`src/rtl/perceptron_bram_sequencer.sv`:
```
// perceptron_bram_sequencer: reads N operand words from BRAM, waits DRAIN_CYCLES, enables perceptron for COMPUTE_CYCLES, writes {fire,perceptron_out} to START_ADDR+N; ports clk/rst/start in, bram_addr/bram_data_addr/bram_we/bram_wdata out, perceptron_out/fire in, perceptron_enable/busy/done out
module perceptron_bram_sequencer #(
  parameter int N = 8,
  parameter logic [8:0] START_ADDR = 9'd0,
  parameter int DRAIN_CYCLES = 2,
  parameter int COMPUTE_CYCLES = 4
) (
  input  logic        clk,
  input  logic        rst,
  input  logic        start,
  output logic [8:0]  bram_addr,
  output logic [8:0]  bram_data_addr,
  output logic        bram_we,
  output logic [31:0] bram_wdata,
  input  logic [15:0] perceptron_out,
  input  logic        fire,
  output logic        perceptron_enable,
  output logic        busy,
  output logic        done
);
  typedef enum logic [2:0] {IDLE, LOAD, DRAIN, COMPUTE, WRITE, DONE} state_t;
  localparam logic [8:0] WR_ADDR = 9'(START_ADDR + N);
  state_t state, state_nx;
  logic [31:0] cnt, lim;
  logic last;
  always_comb begin
    lim = state == LOAD ? 32'(N - 1) : state == DRAIN ? 32'(DRAIN_CYCLES - 1) : 32'(COMPUTE_CYCLES - 1);
    last = cnt == lim;
    state_nx = state;
    case (state)
      IDLE:    state_nx = start ? LOAD : IDLE;
      LOAD:    state_nx = last ? (DRAIN_CYCLES == 0 ? COMPUTE : DRAIN) : LOAD;
      DRAIN:   state_nx = last ? COMPUTE : DRAIN;
      COMPUTE: state_nx = last ? WRITE : COMPUTE;
      WRITE:   state_nx = DONE;
      default: state_nx = IDLE;
    endcase
    bram_we = state == WRITE;
    perceptron_enable = state == COMPUTE;
    busy = state != IDLE;
    done = state == DONE;
  end
  always_ff @(posedge clk or posedge rst) begin
    if (rst) begin
      state <= IDLE;
      cnt <= '0;
      bram_addr <= '0;
      bram_data_addr <= '0;
      bram_wdata <= '0;
    end else begin
      state <= state_nx;
      cnt <= state_nx != state ? '0 : cnt + 32'd1;
      bram_data_addr <= bram_addr;
      if (state == IDLE && start) bram_addr <= START_ADDR;
      else if (state == LOAD && !last) bram_addr <= bram_addr + 9'd1;
      else if (state == COMPUTE && last) bram_addr <= WR_ADDR;
      if (state == COMPUTE && last) bram_wdata <= {15'b0, fire, perceptron_out};
    end
  end
endmodule

```
`config.mk`:
```
export PLATFORM = sky130hd
export DESIGN_NAME = perceptron_bram_sequencer
export DESIGN_NICKNAME = d
export VERILOG_FILES = /design/src/rtl/perceptron_bram_sequencer.sv
export SDC_FILE = /design/constraint.sdc
export NUM_CORES = 1
export LEC_CHECK = 0
export BUFFER_PORTS_ARGS = -buffer_cell sky130_fd_sc_hd__buf_4
export CAP_MARGIN = 10
export CORE_UTILIZATION = 54
export CTS_CLUSTER_DIAMETER = 60
export DETAILED_ROUTE_END_ITERATION = 12
export PLACE_DENSITY = 0.79
export SLEW_MARGIN = 20
export SYNTH_ARGS = -nofsm -noshare
export SYNTH_HDL_FRONTEND = slang
export SYNTH_SLANG_ARGS = --single-unit
```
`constraint.sdc`:
```
create_clock -name clk -period 2.85 [get_ports clk]
set_input_delay 0.285 -clock clk [delete_from_list [all_inputs] [get_ports clk]]
set_output_delay 0.285 -clock clk [all_outputs]
set_load 0.005 [all_outputs]
```
# Word-level counts from Yosys, hierarchy flattened
# Cells that the tools add are included.
dict set report word_totals {
  ff_bits 70
  in_bits 20
  out_inout_bits 54
}
dict set report classes {
  add_sub_neg 2
  eq_ne 7
  mux 11
  n_reduce_logical 7
}
# operator count
set ops {}
lappend ops {{32-bit by 1-bit adder with 32-bit output (second input constant)} 1}
lappend ops {{32-bit by 3-bit == test with 1-bit output} 1}
lappend ops {{32-bit 2-to-1 mux} 1}
lappend ops {{9-bit 2-to-1 mux} 3}
lappend ops {{3-bit one-hot mux with 5 select lines} 1}
lappend ops {{9-bit by 1-bit adder with 9-bit output (second input constant)} 1}
lappend ops {{3-bit by 2-bit == test with 1-bit output (second input constant)} 2}
lappend ops {{3-bit == test (second input constant)} 2}
lappend ops {{3-bit 2-to-1 mux} 2}
lappend ops {{3-bit nonzero test} 2}
lappend ops {{2-bit 2-to-1 mux} 2}
lappend ops {{3-bit by 1-bit == test with 1-bit output (second input constant)} 1}
lappend ops {{1-bit logical AND} 3}
lappend ops {{3-bit logical NOT} 1}
lappend ops {{3-bit != test} 1}
lappend ops {{1-bit 2-to-1 mux} 2}
lappend ops {{1-bit logical NOT} 1}

# Logic depth before layout (Yosys ltp)
dict set report depth {
  depth_word 8
  depth_mapped 7
  mapped_depth_nobuf 6
}

# Least setup slack after synthesis
# Ideal clock, no wire load.
dict set report synth_path {
  path_type {register -> register}
  start {register cnt[19]}
  end {register bram_wdata[0]}
  arrival_ps 1864
  required_time_ps 2725
  slack_ps 861
  path_stages_with_launch 7
  n_path_buf 2
  cell_sequence {dfrtp_1 > nor4_2 > nand4_2 > nor4b_2 > buf_4 > buf_6 > mux2_2}
}
dict set report synth_between {
  elab_chain_cells 2
}
# item line
set synth_lines {}
lappend synth_lines {{start, declared} 24} ;# logic [31:0] cnt, lim;
lappend synth_lines {{start signal, assigned} 52} ;# cnt <= state_nx != state ? '0 : cnt + 32'd1;
lappend synth_lines {{32-bit by 3-bit == test with 1-bit output} 28} ;# last = cnt == lim;
lappend synth_lines {{1-bit logical AND} 57} ;# if (state == COMPUTE && last) bram_wdata <= {15'b0, fire, perceptron_out};
lappend synth_lines {{end signal, assigned} 57}
lappend synth_lines {{end, declared} 14} ;# output logic [31:0] bram_wdata,
# No other way between the ends.
# A chain may end at the register's enable or synchronous reset.

# Worst setup path after layout
dict set report layout_path {
  start {register cnt[12]}
  end {register bram_addr[2]}
}
dict set report layout_between {
  elab_chain_cells 5
  word_cells_on_any_way 7
  cone_classes {eq/ne: 1; mux: 2; reduce/logical: 4}
}
# item line
set layout_lines {}
lappend layout_lines {{32-bit by 3-bit == test with 1-bit output *} 28}
lappend layout_lines {{1-bit logical NOT} 55} ;# else if (state == LOAD && !last) bram_addr <= bram_addr + 9'd1;
lappend layout_lines {{1-bit logical AND} 55}
lappend layout_lines {{9-bit 2-to-1 mux} 55}
lappend layout_lines {{9-bit 2-to-1 mux} 54} ;# if (state == IDLE && start) bram_addr <= START_ADDR;
lappend layout_lines {{end signal, assigned} 55}
lappend layout_lines {{end, declared} 11} ;# output logic [8:0] bram_addr,
# Mark *: on every way between the ends. The rest lies on a longest branch, timed or not.

==> summary.log <==
INFO  clock_network  insertion_delay=0.35ns
INFO  global_routing antenna_found_initial=0
INFO  sta            fin_hold_ws=0.0410ns
INFO  placement      preCtsSetupSlack=0.544ns
INFO  final_layout   final_core_utilization=67.8%
INFO  routing        avgRoutedWirePerCell=14.1um
INFO  final_layout   post_layout_nonfiller_instances=451
INFO  final_layout   nFillCells=460
INFO  final_layout   design_area=4040um2
INFO  run_status     result_of_the_run=finished, final reports clean
INFO  synth          synth_warnings=0
INFO  synth          synth_edf_count=0
INFO  clock_network  clock_tree.htree_level_count=3
INFO  placement      postPlaceCellArea=3840um2
INFO  clock_network  tritoncts_num_sinks=70
INFO  sta            period_share=82.1%
INFO  worst_setup_path timing.rr.end=bram_addr[2]
INFO  worst_setup_path worst-path-max-fanout=19
INFO  synth          synth_fa_ha_area_share=0.742%
INFO  final_layout   seqCellArea=1750um2
INFO  clock_network  cts_tree=yes
INFO  clock_network  cts.reportedPaths.clkPinSlew=0.08ns
INFO  final_layout   areaGrowthSynthToFinish=19.8%
INFO  final_layout   multi_input_area=1480um2
INFO  global_routing grt_util_all_layers=21.5%
INFO  worst_setup_path worstPathArrival=2.57ns
INFO  clock_network  cts.hold.buffers_added=0
INFO  placement      place.port_buffers=58
INFO  power          p_total=3.33mW
INFO  power          p_leak=1.91nW
INFO  placement      placed_cells=435
INFO  worst_setup_path worstRegToRegCells=6
INFO  die            height_of_the_chip=81.0um
INFO  final_layout   antennaDiodeCount=0
INFO  sta            grt_setup_unrepaired=false
INFO  synth          synth_cell_types=46
INFO  worst_setup_path critical_path.startpoint_type=flip-flop
INFO  synth          synth-seq-cells=70
INFO  worst_setup_path critical_path.startpoint=cnt[12]
INFO  clock_network  postCtsSetupBuffers=0
INFO  routing        post-route-drc-count=0
INFO  synth          synth-compound-area-share=6.24%
INFO  global_routing global_route_wire_length_before_repair=10.6mm
INFO  synth          post_synth.cell_area_avg=10.9um2
INFO  clock_network  tritoncts.num_buffers=9
INFO  worst_setup_path path_cells=nor4_1, nand4_1, nor4b_4, buf_4, a211oi_4, a221o_1
INFO  sta            totalNegativeSetupSlack=0ns
INFO  synth          synthXorXnorAreaFrac=7.80%
INFO  power          p_per_area=825nW/um2
INFO  sta            setup_violations=0
INFO  sta            final_critical_path_setup_slack=0.511ns
INFO  worst_setup_path cp_slowest_stage_delay=0.43ns
INFO  clock_network  ctsRootBufferMaster=sky130_fd_sc_hd__clkbuf_8
INFO  worst_setup_path worstSetupPathType=reg2reg
INFO  die            initial_core_util=56.6%
INFO  global_routing globalRoute.totalOverflow=0
INFO  synth          synth_simple_gate_area_share=21.1%
INFO  worst_setup_path rrSetupSlack=0.51ns
INFO  final_layout   post_route_cells_drive_above_1_share=29.5%
INFO  worst_setup_path worstSetupEndpointType=flip-flop
INFO  synth          synth_cells=309
INFO  die            die_w=81.0um
INFO  die            num_rows=28
INFO  sta            drv_slew=0
INFO  synth          synth_top_area_cell=sky130_fd_sc_hd__dfrtp_1
INFO  flow_run       cap_violations=0
INFO  routing        firstDrtPassIters=4
INFO  die            ios=74
INFO  die            core_region_area=5960um2
INFO  power          worst_ir_drop_vdd=499uV
INFO  synth          predominant_post_synthesis_flop_cell=sky130_fd_sc_hd__dfrtp_1
INFO  routing        drt_iter0_markers=96
INFO  worst_setup_path critPathSlowestCell=sky130_fd_sc_hd__dfrtp_1
INFO  routing        route.antenna.remaining_nets=0
INFO  worst_setup_path critical_path_required=3.08ns
INFO  placement      global_placement_routability_congestion=0.806
INFO  routing        via_count=2,441
INFO  synth          synth_top_cell_area_share=52.0%
INFO  die            die-area=6560um2
INFO  final_layout   final_nets=393
INFO  routing        drt-total-wl=6.34mm
INFO  sta            transition_time_of_the_tightest_slew_check_pin=0.718ns
INFO  clock_network  post_cts_resize_count=0
INFO  routing        route.detailed.vias_per_inst=5.41
INFO  worst_setup_path worstReg2RegStart=cnt[12]
INFO  placement      dp_hpwl=4.48mm
INFO  synth          syn-cell-area=3370um2
INFO  synth          dominant_combinational_cell_family_by_area_after_synthesis=simple AND/OR/NAND/NOR gates
INFO  sta            report.final.hold_viol_count=0
INFO  global_routing first_global_vias=2,307
INFO  synth          netlist_top_cells_area=sky130_fd_sc_hd__dfrtp_1 (52%), sky130_fd_sc_hd__xor2_1 (6.5%), sky130_fd_sc_hd__mux2_2 (5.7%)
INFO  sta            max-slew-margin-rel=51.7%
INFO  synth          yosysSeqAreaShare=52.0%
INFO  sta            period_needed=2.34ns
INFO  synth          asyncSetResetFlopFracSynth=100%
INFO  sta            fmax=428MHz
INFO  clock_network  clock_tree.buffer_depth=2
INFO  worst_hold_path min-delay-path-class=in2async
INFO  synth          synth.area.mux_share=6.01%
INFO  global_routing largest_net_degree_at_the_start_of_global_routing=39
INFO  sta            worst_clock_skew=0.0107ns
-- Yosys cell counts, types with 2 or more instances --
library cell / count
sky130_fd_sc_hd__nor2_1: 42
sky130_fd_sc_hd__or3_1: 2
sky130_fd_sc_hd__nor4b_2: 2
sky130_fd_sc_hd__or2_2: 3
sky130_fd_sc_hd__nand2_1: 17
sky130_fd_sc_hd__a21oi_1: 3
sky130_fd_sc_hd__and4_1: 2
sky130_fd_sc_hd__and3_1: 6
sky130_fd_sc_hd__o21ai_0: 2
sky130_fd_sc_hd__nor4_2: 5
sky130_fd_sc_hd__nand4_1: 13
sky130_fd_sc_hd__ha_1: 2
sky130_fd_sc_hd__nor4_1: 6
sky130_fd_sc_hd__nand3_1: 15
sky130_fd_sc_hd__mux2_2: 17
sky130_fd_sc_hd__inv_1: 8
sky130_fd_sc_hd__a211oi_4: 2
sky130_fd_sc_hd__xnor2_1: 5
sky130_fd_sc_hd__dfrtp_1: 70
sky130_fd_sc_hd__a221o_1: 6
sky130_fd_sc_hd__buf_2: 5
sky130_fd_sc_hd__clkbuf_1: 2
sky130_fd_sc_hd__and2_1: 4
sky130_fd_sc_hd__nor3_1: 7
sky130_fd_sc_hd__buf_4: 16
sky130_fd_sc_hd__xor2_1: 25
sky130_fd_sc_hd__nor2b_1: 3
-- power by group --
group	total [mW]	switching, mW	internal, mW	leakage [nW]
Combinational	1.14	0.562	0.575	0.887
Sequential	1.40	0.186	1.22	0.917
Clock	0.789	0.365	0.424	0.102
-- worst max-delay path: cells and delay by family, from the launching register on --
kind | cells | cell delay, ns
AO/OA/AOI/OAI | 2 | 0.48
buffers and inverters | 1 | 0.31
flip-flops | 1 | 0.43
AND/OR/NAND/NOR | 3 | 0.99
-- routing by layer --
metal,vias up,wire length [um],global-route usage (%)
met2,65,3030,34.7
li1,1177,-,-
met1,1184,2840,27.0
met5,-,0,0
met3,15,337,4.94
met4,0,128,11.1
-- cell usage in the layout, fill, tap and decap left out, types with 2 or more instances in the layout --
cell and n:
sky130_fd_sc_hd__or2_2 3, sky130_fd_sc_hd__mux2_2 17, sky130_fd_sc_hd__and2_1 4, sky130_fd_sc_hd__a211oi_4 2, sky130_fd_sc_hd__nor3_1 7, sky130_fd_sc_hd__and3_1 6, sky130_fd_sc_hd__conb_1 15, sky130_fd_sc_hd__buf_4 62
sky130_fd_sc_hd__nor2_1 42, sky130_fd_sc_hd__xnor2_1 5, sky130_fd_sc_hd__ha_1 2, sky130_fd_sc_hd__nand4_1 13, sky130_fd_sc_hd__a221o_1 6, sky130_fd_sc_hd__a21oi_1 3, sky130_fd_sc_hd__or3_1 2, sky130_fd_sc_hd__nor4_2 5
sky130_fd_sc_hd__o21ai_0 2, sky130_fd_sc_hd__dfrtp_1 70, sky130_fd_sc_hd__inv_1 7, sky130_fd_sc_hd__nor2b_1 3, sky130_fd_sc_hd__and4_1 2, sky130_fd_sc_hd__clkinv_2 3, sky130_fd_sc_hd__nand3_1 15, sky130_fd_sc_hd__clkbuf_8 10
sky130_fd_sc_hd__xor2_1 25, sky130_fd_sc_hd__nor4_1 6, sky130_fd_sc_hd__nand2_1 17
-- kinds of logic after synthesis --
kind of cell    Yosys count
simple gates            131
buf+inv                  34
compound gates           23
mux                      18
other cells               1
fa+ha+maj                 2
xor+xnor                 30
flops                    70
-- worst max path at each step --
stage	end	cells after the start
2_1_floorplan	bram_addr[0]	1
3_3_place_gp	bram_addr[6]	6
3_5_place_dp	bram_addr[2]	6
4_1_cts	bram_addr[2]	6
5_1_grt	bram_addr[2]	6
6_report	bram_addr[2]	6
-- state kept, by name, summed over array words and instances (netlist names) --
signal / cells
cnt: 32
bram_data_addr: 9
bram_addr: 9
state: 3
bram_wdata: 17
-- area by class of cell --
| cell class | count | share of cell area [%] |
|---|---|---|
| sequential | 70 | 43.4 |
| multi-input combinational | 219 | 36.6 |
| timing repair buffer | 63 | 12.0 |
| clock buffer | 10 | 3.41 |
| tap | 75 | 2.32 |
| clock inverter | 6 | 1.52 |
| inverter | 8 | 0.744 |
(Power assumes the default switching activity.)
